`src/rtl/dmux_nway_buf.sv`:
```
// -----------------------------------------------------------------------------
// dmux_nway_buf
//   Registered 1-to-N demultiplexer with a one-entry holding slot per output
//   channel. A word is accepted from a single producer and, one cycle later,
//   presented on the addressed channel (or on every channel in broadcast
//   mode). A stalled consumer only backpressures words addressed to it.
//
// Parameters
//   WIDTH  data word width in bits
//   SEL_W  select width; channel count N = 2**SEL_W
//   CNT_W  width of the wrapping accepted-transfer counter
//
// Ports
//   clock       rising-edge clock
//   reset       synchronous reset, active-low
//   in_data     input word
//   in_sel      destination channel index (ignored when in_bcast=1)
//   in_bcast    1 = deliver the word to all N channels
//   in_valid    producer has a word
//   in_ready    block accepts a word this cycle (combinational)
//   out_data    flat bus, channel i = bits [i*WIDTH +: WIDTH]
//   out_valid   slot i holds a word
//   out_ready   consumer i takes its word this cycle
//   xfer_count  number of accepted input transfers (broadcast counts once)
// -----------------------------------------------------------------------------
module dmux_nway_buf #(
  parameter int WIDTH = 16,
  parameter int SEL_W = 3,
  parameter int CNT_W = 16
) (
  input  logic                        clock,
  input  logic                        reset,
  input  logic [WIDTH-1:0]            in_data,
  input  logic [SEL_W-1:0]            in_sel,
  input  logic                        in_bcast,
  input  logic                        in_valid,
  output logic                        in_ready,
  output logic [(2**SEL_W)*WIDTH-1:0] out_data,
  output logic [(2**SEL_W)-1:0]       out_valid,
  input  logic [(2**SEL_W)-1:0]       out_ready,
  output logic [CNT_W-1:0]            xfer_count
);

  localparam int N = 2**SEL_W;

  logic [N-1:0]     free;
  logic [N-1:0]     load;
  logic             accept;

  logic [N-1:0]     out_valid_q;
  logic [N-1:0]     out_valid_d;
  logic [WIDTH-1:0] data_q [N];
  logic [WIDTH-1:0] data_d [N];
  logic [CNT_W-1:0] count_q;
  logic [CNT_W-1:0] count_d;

  // A slot can take a new word when it is empty or is being drained this
  // cycle, which is what makes back-to-back streaming run at full rate.
  // This leaves a combinational path out_ready -> in_ready.
  assign free = ~out_valid_q | out_ready;

  // in_ready is held low during reset and never looks at in_valid.
  always_comb begin
    in_ready = 1'b0;
    if (reset) begin
      if (in_bcast) in_ready = &free;
      else          in_ready = free[in_sel];
    end
  end

  assign accept = in_valid & in_ready;

  genvar gi;
  generate
    for (gi = 0; gi < N; gi++) begin : g_chan
      assign load[gi] = accept & (in_bcast | (in_sel == SEL_W'(gi)));

      // Load wins over a same-cycle drain; an unloaded slice keeps its old
      // value even after draining, consumers qualify it with out_valid.
      always_comb begin
        out_valid_d[gi] = out_valid_q[gi] & ~out_ready[gi];
        data_d[gi]      = data_q[gi];
        if (load[gi]) begin
          out_valid_d[gi] = 1'b1;
          data_d[gi]      = in_data;
        end
      end

      always_ff @(posedge clock) begin
        if (!reset) begin
          out_valid_q[gi] <= 1'b0;
          data_q[gi]      <= '0;
        end else begin
          out_valid_q[gi] <= out_valid_d[gi];
          data_q[gi]      <= data_d[gi];
        end
      end

      assign out_data[gi*WIDTH +: WIDTH] = data_q[gi];
    end
  endgenerate

  // Counter wraps naturally modulo 2**CNT_W.
  always_comb begin
    count_d = count_q + CNT_W'(accept);
  end

  always_ff @(posedge clock) begin
    if (!reset) count_q <= '0;
    else        count_q <= count_d;
  end

  assign out_valid  = out_valid_q;
  assign xfer_count = count_q;

endmodule

```
`config.mk`:
```
export PLATFORM = sky130hd
export DESIGN_NAME = dmux_nway_buf
export DESIGN_NICKNAME = d
export VERILOG_FILES = /design/src/rtl/dmux_nway_buf.sv
export SDC_FILE = /design/constraint.sdc
export NUM_CORES = 1
export LEC_CHECK = 0
export CAP_MARGIN = 20
export CORE_ASPECT_RATIO = 1.75
export CORE_MARGIN = 5
export CORE_UTILIZATION = 42
export DETAILED_ROUTE_END_ITERATION = 7
export PLACE_DENSITY = 0.7
export SYNTH_ARGS = -nofsm -noshare
export SYNTH_HDL_FRONTEND = slang
export SYNTH_SLANG_ARGS = --single-unit
```
`constraint.sdc`:
```
create_clock -name clock -period 5.3 [get_ports clock]
set_input_delay 1.06 -clock clock [delete_from_list [all_inputs] [get_ports clock]]
set_output_delay 1.06 -clock clock [all_outputs]
set_load 0.02 [all_outputs]
```
# Yosys cells after proc, flatten, opt, wreduce, memory -nomap -nowiden
# Memory sizes are Yosys's and may differ from the RTL's.
# Cells that the tools add are included.
[op_classes]
magnitude_cmp = 1
n_reduce_logical = 2
n_eq_ne = 7
addsub = 1
n_mux = 30
bitwise = 43
[op_table]
columns = ["op", "n"]
rows = [
  ["$mux 16", 16],
  ["$and 1x1->1", 17],
  ["$add 16x1->16", 1],
  ["$or 1x1->1", 16],
  ["$mux 1", 13],
  ["$eq 3x3->1 const B", 4],
  ["$not 1->1", 8],
  ["$not 8->8", 1],
  ["$or 8x8->8", 1],
  ["$reduce_and 8->1", 1],
  ["$eq 3x2->1 const B", 2],
  ["$lt 3x4->1 const B", 1],
  ["$bmux 1 s3", 1],
  ["$eq 3x1->1 const B", 1],
  ["$logic_not 3->1", 1],
]
[totals]
wordCells = 94
mem_bits_rw = 128
inputBits = 31
reg_bits = 24
memories = 1
out_inout_bits = 153
[mem_list]
columns = ["memory", "depth", "width", "read_ports", "rd_clocked_by_memory_dff", "write_ports", "line", "source"]
rows = [
  ["data_q", 8, 16, 8, 0, 8, "52", "logic [WIDTH-1:0] data_q [N];"],
]

# Logic depth before layout (Yosys ltp)
[depth]
word_depth = 10
mapped_depth = 12
depth_no_buf = 11

# Worst setup path before layout
# No wires, ideal clock.
[synth_timing]
kind = "input -> register"
from = "in in_sel[1]"
to = "reg count_q[14] (netlist: xfer_count[14])"
arrival_time_ps = 3275
setup_ps = 128
path_buffers = 1
required_ps = 5172
path_stages = 12
slack_ps = 1897
cell_sequence = "buf_6 -> and4b_1 -> nor4_4 -> nand4_4 -> nand3_1 -> ha_1 -> ha_1 -> inv_1 -> nor4_1 -> nand3_1 -> xor2_1 -> nor2_1"
[synth_between]
elab_chain_cells = 6
[synth_lines]
columns = ["element", "line", "source"]
rows = [
  ["from (decl)", "34", "input logic [SEL_W-1:0] in_sel,"],
  ["$bmux 1 s3", "67", "else in_ready = free[in_sel];"],
  ["$mux 1 (implied by the code)", "67", ""],
  ["$mux 1", "66", "if (in_bcast) in_ready = &free;"],
  ["$mux 1", "65", "if (reset) begin"],
  ["$and 1x1->1", "71", "assign accept = in_valid & in_ready;"],
  ["$add 16x1->16", "105", "count_d = count_q + CNT_W'(accept);"],
  ["to (signal assigned)", "110", "else count_q <= count_d;"],
  ["to (decl)", "54", "logic [CNT_W-1:0] count_q;"],
]
# No other way between the ends. The select of a mux whose other input is x is not followed.
# A chain may end at the register's enable or synchronous reset.

# Worst setup path in the final report
[layout_timing]
from = "in in_sel[0]"
to = "out in_ready"
[layout_between]
elab_chain_cells = 4
[layout_lines]
columns = ["element", "line", "source"]
rows = [
  ["$bmux 1 s3", "67", ""],
  ["$mux 1 (implied by the code)", "67", ""],
  ["$mux 1", "66", ""],
  ["$mux 1", "65", ""],
  ["to (decl)", "37", "output logic in_ready,"],
]
# No other way between the ends. The select of a mux whose other input is x is not followed.

==> run metrics <==
fin nets 778; HP Class reg2reg; met3 Usage GRT 0.0559; wire per inst 18.0 um; IO Port Bufs 183; root buf cell clkbuf_16; Clock Sinks 152; Die Area 0.0168 mm2; final critical-path setup slack 826 ps; Syn Nets 608; vias in the first global route 4,931; initial antenna violation count 0; Setup Skew 11.7 ps; DR vias/cell 5.01; post-synthesis cell area 0.00597 mm2; Hold Crit Depth 2; CP startpoint kind input pin; CP peak stage delay 770 ps; dpl hpwl 12,400 um; GPL Wtd Cong 0.869; later-pin clock latency in the skew report 420 ps; Routed WL 16,800 um; Slew HR 0.397; CTS tree built; met2 usage 0.372; worst-path cell chain clkdlybuf4s50_1 -> and4bb_1 -> nor4_4 -> nand3_1 -> nand3_1 -> clkdlybuf4s50_1; number of placed I/O pins 184; ANT nets after route 0; Lkg Pwr 2.98 nW; crit path capture type output port; Overflow after GRT 0; path depth of the worst reg2reg path 11; Starting DRT DRC Count 104; Max Freq 224 MHz; measured slew at the worst slew-check pin 904 ps; Worst EP arrival 3410 ps; Starting Density 0.430; first-pass GRT wire length 26,300 um; Syn. warnings 0; register clock-pin slew on the reported worst setup and hold paths 60 ps; ANT cells 0; floorplan row count 57; critical path required time 4240 ps; Post-Syn Area per Cell 10.4 um2; layout cell share with drive strength beyond 1 0.0686; Die Span X 100 um; CTS H-tree lvls 4; GRT Overall Usage 0.200; Max-cap violations 0; max-slew violation count 0; sequential element share of the synthesized area 0.509; CP max stage cell clkdlybuf4s50_1; via count 4,682; hold_buf cts 0; Yosys cell types 38; Core Area 0.0139 mm2; M1 GR Usage 0.204; Post-Syn Instances 575; outcome finished clean; P per Cell Area 328 mW/mm2; setup bufs post-CTS 0; pin count of the biggest net entering global routing 89; Final Setup Violations 0; Fin. Hold Viols 0; Die Ht 168 um; PostCTS Resize Cnt 0; crit path time final 4470 ps; Final Core Density 0.604; crit path max fanout 12; Yosys reg bits 152; Place WS 736 ps; DRT Pass-1 Iters 4; DR DRC count 0; CTS Buffer Depth 2; CTS Buf Count 17; Area Overhead vs Synth 40.5%; Final period util 0.844; busiest grt layer met2; Setup TNS 0 ps; RSZ-0062 raised after global routing false; worst vdd ir 202 uV; kind of critical path in2out
==> worst max-delay path: cells and delay by family <==
| family | cells | cell delay [ps] |
|---|---|---|
| buf+inv | 2 | 1380 |
| simple gates | 4 | 970 |
==> layout make-up <==
type,count,area (um2)
fill,1197,5510
sequential,152,3040
multi-input combinational,382,2680
timing repair buffer,188,1870
clock buffer,19,443
tap,177,221
clock inverter,13,130
inverter,4,15.0
==> state kept, by name (all words and copies together), names as in the netlist <==
register    count
data_q        128
out_valid       8
xfer_count     16
==> cell usage in the layout, fill, tap and decap left out, drive strengths merged, types with 2 or more instances in the layout <==
cell	n
a31oi	12
and2	3
xor2	7
ha	2
clkdlybuf4s50	182
dfxtp	152
nand2	149
nand4	5
nor2	16
nor2b	6
xnor2	5
mux2i	128
clkinv	3
a21o	7
nor4	5
o21ai	3
a21oi	5
buf	6
or3	2
and4bb	2
clkbuf	19
nand2b	4
inv	13
nand3	14
==> report_power, final <==
group / internal, mW / switching, mW / leakage (nW)
clock: 0.637 / 0.518 / 0.280
combinational: 0.167 / 0.205 / 1.47
sequential: 1.19 / 0.0313 / 1.23
==> metal layers <==
metal	vias to the layer above	share of wire	wire length (um)
li1	2284	-	-
met4	0	0.028	464
met3	28	0.052	879
met1	2230	0.37	6230
met2	140	0.55	9220
met5	-	0	0
==> cells in the mapped netlist <==
master	number	area share
nor2b_1	6	0.0063
inv_1	4	0.0025
nand4_2	1	0.0021
nor4_1	4	0.0042
and2_1	3	0.0031
and2b_1	1	0.0013
a31oi_1	12	0.013
o21ai_0	2	0.0017
nor4b_4	1	0.0040
buf_12	8	0.027
nor4_4	1	0.0036
and4bb_1	1	0.0021
and4b_1	1	0.0017
nand2_1	149	0.094
nor3_1	1	0.00084
nor2_2	1	0.0010
a21o_1	7	0.0088
nor2_1	15	0.0094
and3_1	1	0.0010
buf_6	9	0.017
ha_1	2	0.0042
nand4_1	3	0.0031
and4bb_4	1	0.0027
a21oi_1	5	0.0042
xnor2_1	5	0.0073
mux2i_1	128	0.21
clkbuf_1	18	0.011
or3_1	2	0.0021
nand4_4	1	0.0036
nand2b_1	4	0.0042
nand3_1	14	0.012
o21bai_1	1	0.0013
buf_2	1	0.00084
mux4_2	1	0.0038
xor2_1	7	0.010
buf_4	1	0.0013
dfxtp_1	152	0.51
o21ai_1	1	0.00084
==> metrics by stage <==
step / hold slack, ps / power (mW) / instance area [um2] / cells
final: 456 / 2.75 / 8400 / 935
after floorplan: 533 / 1.46 / 5970 / 575
after detailed placement: 449 / 1.63 / 7820 / 903
after global routing: 477 / 2.86 / 8400 / 935
after CTS: 459 / 2.78 / 8400 / 935
after global placement: 442 / 1.62 / 7820 / 903
==> cells by family (layout without fill, tap and decap cells) <==
| kind of cell | count (synthesis) | count (layout) | share of synthesized area |
|---|---|---|---|
| AO/OA/AOI/OAI | 28 | 28 | 0.0293 |
| buffers and inverters | 41 | 224 | 0.0597 |
| XOR/XNOR | 12 | 12 | 0.0176 |
| adder cells (fa/ha/maj) | 2 | 2 | 0.00419 |
| multiplexers | 129 | 129 | 0.218 |
| flip-flops | 152 | 152 | 0.509 |
| AND/OR/NAND/NOR | 211 | 211 | 0.162 |
==> final timing paths <==
kind                         startpoint                          to  slack, ps
max                           in_sel[0]                    in_ready        830
min          data_q[1][54]$_SDFFE_PN0P_  data_q[1][54]$_SDFFE_PN0P_        460
max reg2reg     out_valid[2]$_SDFF_PN0_   xfer_count[14]$_SDFF_PN0_       2300
min reg2reg  data_q[1][54]$_SDFFE_PN0P_  data_q[1][54]$_SDFFE_PN0P_        460
Power figures use the tool's default switching activity.
